<file path="src/rtl/serial_adder_arbiter.sv">
// Bit-serial adder shared by two requesters: round-robin grant, one full-add cell reused
// LSB-first for WIDTH cycles, result held until the consumer takes it.
module serial_adder_arbiter #(
  parameter int unsigned WIDTH = 8
) (
  input  logic             clk,
  input  logic             rst_n,
  input  logic             req0_valid,
  output logic             req0_ready,
  input  logic [WIDTH-1:0] req0_a,
  input  logic [WIDTH-1:0] req0_b,
  input  logic             req1_valid,
  output logic             req1_ready,
  input  logic [WIDTH-1:0] req1_a,
  input  logic [WIDTH-1:0] req1_b,
  output logic             res_valid,
  input  logic             res_ready,
  output logic [WIDTH-1:0] res_sum,
  output logic             res_carry,
  output logic             res_id,
  output logic             busy
);

  localparam int unsigned CntW = $clog2(WIDTH + 1);
  localparam logic [CntW-1:0] LastCnt = CntW'(WIDTH - 1);

  typedef enum logic [1:0] {StIdle, StAdd, StDone} state_e;

  state_e           state_q;
  logic [WIDTH-1:0] a_q, b_q, sum_q, res_sum_q;
  logic [CntW-1:0]  cnt_q;
  logic             carry_q, id_q, last_id_q;
  logic             res_carry_q, res_id_q, res_valid_q;

  logic             grant0, grant1, acc0, acc1;
  logic             ha_p, ha_g, s_bit, c_next;
  logic [WIDTH-1:0] sum_next;

  // Ties go to whoever was not served last.
  always_comb begin
    grant0 = req0_valid & (~req1_valid | last_id_q);
    grant1 = req1_valid & (~req0_valid | ~last_id_q);
    req0_ready = rst_n & (state_q == StIdle) & grant0;
    req1_ready = rst_n & (state_q == StIdle) & grant1;
    acc0 = req0_valid & req0_ready;
    acc1 = req1_valid & req1_ready;
  end

  // The single shared full-add cell: two half adders plus an OR.
  always_comb begin
    ha_p     = a_q[0] ^ b_q[0];
    ha_g     = a_q[0] & b_q[0];
    s_bit    = ha_p ^ carry_q;
    c_next   = ha_g | (ha_p & carry_q);
    sum_next = {s_bit, sum_q[WIDTH-1:1]};
  end

  always_ff @(posedge clk) begin
    if (!rst_n) begin
      state_q     <= StIdle;
      a_q         <= '0;
      b_q         <= '0;
      sum_q       <= '0;
      cnt_q       <= '0;
      carry_q     <= 1'b0;
      id_q        <= 1'b0;
      last_id_q   <= 1'b1;
      res_sum_q   <= '0;
      res_carry_q <= 1'b0;
      res_id_q    <= 1'b0;
      res_valid_q <= 1'b0;
    end else begin
      unique case (state_q)
        StIdle: begin
          if (acc0 || acc1) begin
            a_q       <= acc1 ? req1_a : req0_a;
            b_q       <= acc1 ? req1_b : req0_b;
            sum_q     <= '0;
            carry_q   <= 1'b0;
            cnt_q     <= '0;
            id_q      <= acc1;
            last_id_q <= acc1;
            state_q   <= StAdd;
          end
        end
        StAdd: begin
          a_q     <= a_q >> 1;
          b_q     <= b_q >> 1;
          sum_q   <= sum_next;
          carry_q <= c_next;
          cnt_q   <= cnt_q + CntW'(1);
          if (cnt_q == LastCnt) begin
            res_sum_q   <= sum_next;
            res_carry_q <= c_next;
            res_id_q    <= id_q;
            res_valid_q <= 1'b1;
            state_q     <= StDone;
          end
        end
        StDone: begin
          if (res_ready) begin
            res_valid_q <= 1'b0;
            state_q     <= StIdle;
          end
        end
        default: state_q <= StIdle;
      endcase
    end
  end

  assign res_valid = res_valid_q;
  assign res_sum   = res_sum_q;
  assign res_carry = res_carry_q;
  assign res_id    = res_id_q;
  assign busy      = (state_q != StIdle);

endmodule

</file>
<file path="config.mk">
export PLATFORM = sky130hd
export DESIGN_NAME = serial_adder_arbiter
export DESIGN_NICKNAME = d
export VERILOG_FILES = /design/src/rtl/serial_adder_arbiter.sv
export SDC_FILE = /design/constraint.sdc
export NUM_CORES = 1
export LEC_CHECK = 0
export ABC_AREA = 1
export CORE_UTILIZATION = 50
export DETAILED_ROUTE_END_ITERATION = 10
export HOLD_SLACK_MARGIN = 0.12
export PLACE_DENSITY = 0.83
export SYNTH_ARGS = -nofsm -noshare
export SYNTH_HDL_FRONTEND = slang
export SYNTH_SLANG_ARGS = --single-unit
</file>
<file path="constraint.sdc">
create_clock -name clk -period 1.57 [get_ports clk]
set_input_delay 0.314 -clock clk [delete_from_list [all_inputs] [get_ports clk]]
set_output_delay 0.314 -clock clk [all_outputs]
set_load 0.01 [all_outputs]
</file>
==> impl_metrics.tcl <==
set metrics [dict create \
    nets 406 \
    max_stage_delay_ns 0.54 \
    wirelength_um 5001 \
    slew_viol_final 0 \
    die_x_um 68.69 \
    clock_sinks 43 \
    ios 51 \
    finalCritPeriodShare_pct 95.60 \
    drive_gt1_share_pct 19.84 \
    vias_per_cell 4.998 \
    root_buffer "clkbuf_8" \
    final_cell_mix "nand2_1, clkdlybuf4s50_1, dfxtp_1, inv_1, nor2_1" \
    syn_area_per_cell_um2 7.461 \
    leakagePower_nw 1.415 \
    first_pass_iters 4 \
    dpl_cell_area_mm2 0.002879 \
    synth-edff-count 0 \
    critPathBufInv 1 \
    rows 23 \
    syn_inst 298 \
    postRouteAntennaNets 0 \
    path_max_fanout 2 \
    rsz0062_at_grt "false" \
    peakVddDrop_mv 0.5270 \
    grt_pass1_wl_um 8224 \
    cp.arrival_ns 1.19 \
    dp_hpwl_um 3511 \
    area_growth_pct 37.99 \
    fin_crit_ns 1.501 \
    synthArstFlopShare_pct 0 \
    setup_violations 0 \
    cts_buffers 5 \
    grt-ovfl-total 0 \
    crit_chain "clkdlybuf4s50_1" \
    fillerInstances 322 \
    num_vias 2089 \
    htreeDepth 2 \
    clk_pin_slew_ns 0.09 \
    synth-seq-area-share_pct 38.72 \
    route.detailed.drc 0 \
    finalNonFillerCells 418 \
    antenna_cells 0 \
    yosys_warnings 0 \
    hold_viol 0 \
    status "complete, no violations" \
    max_cap_violations 0 \
    cp-end-kind "output port" \
    finalPower_mw 2.558 \
    grt_max_degree 30 \
    clk-insertion-delay-late_ns 0.30 \
    yosysUniqueCellTypes 28 \
    dieArea_mm2 0.004718 \
    worstSetupPathType "reg -> out" \
    synth.net_count 337 \
    start_util_pct 53.65 \
    drtIter0Drc 139 \
    register_area_um2 863.3 \
    layout_commonest_cell "nand2_1" \
    syn-cell-area_mm2 0.002223 \
    finalClockSkew_ns 0.006810 \
    clockBufferDepth 2 \
    synth_area_leaders "dfxtp_1, nand2_1, nand3_2, inv_1, nand3_1" \
    multi_input_area_mm2 0.001140 \
    crit_family "buffers and inverters" \
    synth-seq-cells 43 \
    cp_data_required_time_ns 1.26 \
    core_area_mm2 0.004144 \
    fmax_ghz 0.6663 \
    worstMarginPinSlew_ns 0.3700 \
    synth_flop_cell "dfxtp_1" \
    grt_pass1_vias 1961 \
    holdBufCountCts 0 \
    start_kind "flop" \
    routabilityCongestion 0.7496 \
    dpl.cell_count 405 \
    final_cell_area_mm2 0.003068 \
    holdCritPathClass "reg -> reg" \
    grt_usage_pct 23.33 \
    io_buffers 50 \
    routedWlPerCell_um 11.96 \
    yosysTopAreaCell "dfxtp_1" \
    antenna_found_initial 0 \
    cpMaxStageDelayCell "clkdlybuf4s50_1" \
    die_h_um 68.69 \
    netlist.area_leader.share_pct 38.72 \
    power.density_mw_per_mm2 833.9 \
    max-slew-margin-rel_pct 75.30 \
    cts_tree "built" \
]
-- cell usage after synthesis (5+ instances only) --
cell,count
buf_2,6
o21bai_1,14
nand2_1,79
nand3_2,23
clkbuf_1,5
inv_1,33
nor2_1,24
dfxtp_1,43
o21ai_1,9
a21oi_1,16
nand3_1,21
-- final cells by class --
class,count,area share (%)
Clock buffer,5,2.243
Clock inverter,3,1.427
Inverter,36,4.405
Tap cell,50,2.039
Multi-Input combinational cell,205,37.15
Sequential cell,43,28.14
Timing Repair Buffer,76,24.59
-- layer usage --
| metal | wire length, um | track usage [%] | share of wire [%] |
|---|---|---|---|
| met3 | 142 | 4.605 | 2.8 |
| met2 | 2502 | 41.91 | 50 |
| met1 | 2308 | 27.33 | 46 |
| met4 | 48 | 8.073 | 0.96 |
| met5 | 0 | 0 | 0 |
-- metrics by stage --
stage	worst slack (ns)	hold slack, ns	utilization [%]	setup TNS, ns
3_5_place_dp	-0.3832	0.4542	69.47	-8.751
5_1_grt	0.01548	0.4955	74.03	0
6_report	0.06910	0.4589	74.03	0
3_3_place_gp	-0.3695	0.4442	69.47	-7.956
2_1_floorplan	0.2077	0.4369	-	0
4_1_cts	0.004703	0.4644	72.10	0
-- repair_timing --
item / 4_1_cts / 5_1_grt
resized for setup: 11 / 10
setup buffers: 0 / 4
setup endpoints to repair: 10 / 17
hold endpoints to repair: 0 / 0
gates cloned: 0 / 1
pin swaps: 2 / 5
-- cells by family after synthesis --
group | Yosys count | share of synthesized area (%)
buffers and inverters | 50 | 10.13
AOI/OAI and AO/OA | 45 | 12.32
and+or+nand+nor | 158 | 37.37
DFF | 43 | 38.72
adders and majority gates | 2 | 1.463
-- sequential cells by signal, summed over array words and instances, names as in the netlist --
name	count
state_q	2
res_valid	1
last_id_q	1
res_sum	8
carry_q	1
sum_q	7
res_id	1
cnt_q	4
res_carry	1
id_q	1
b_q	8
a_q	8
-- path summary, 6_finish.rpt --
check             cells past startpoint                     to  slack, ns               startpoint
setup / recovery                      1                 res_id       0.07      res_id$_SDFFE_PN0P_
hold / removal                        2  sum_q[1]$_SDFFE_PN0P_       0.46    sum_q[1]$_SDFFE_PN0P_
setup reg to reg                      9    b_q[5]$_SDFFE_PN0P_       0.10  state_q[0]$_SDFFE_PN0P_
hold reg to reg                       2  sum_q[1]$_SDFFE_PN0P_       0.46    sum_q[1]$_SDFFE_PN0P_
-- power breakdown --
part,total [mW],switching (mW),internal (mW)
Sequential,1.16,0.0296,1.13
Clock,0.871,0.397,0.474
Combinational,0.525,0.260,0.265
(Power assumes the default switching activity.)
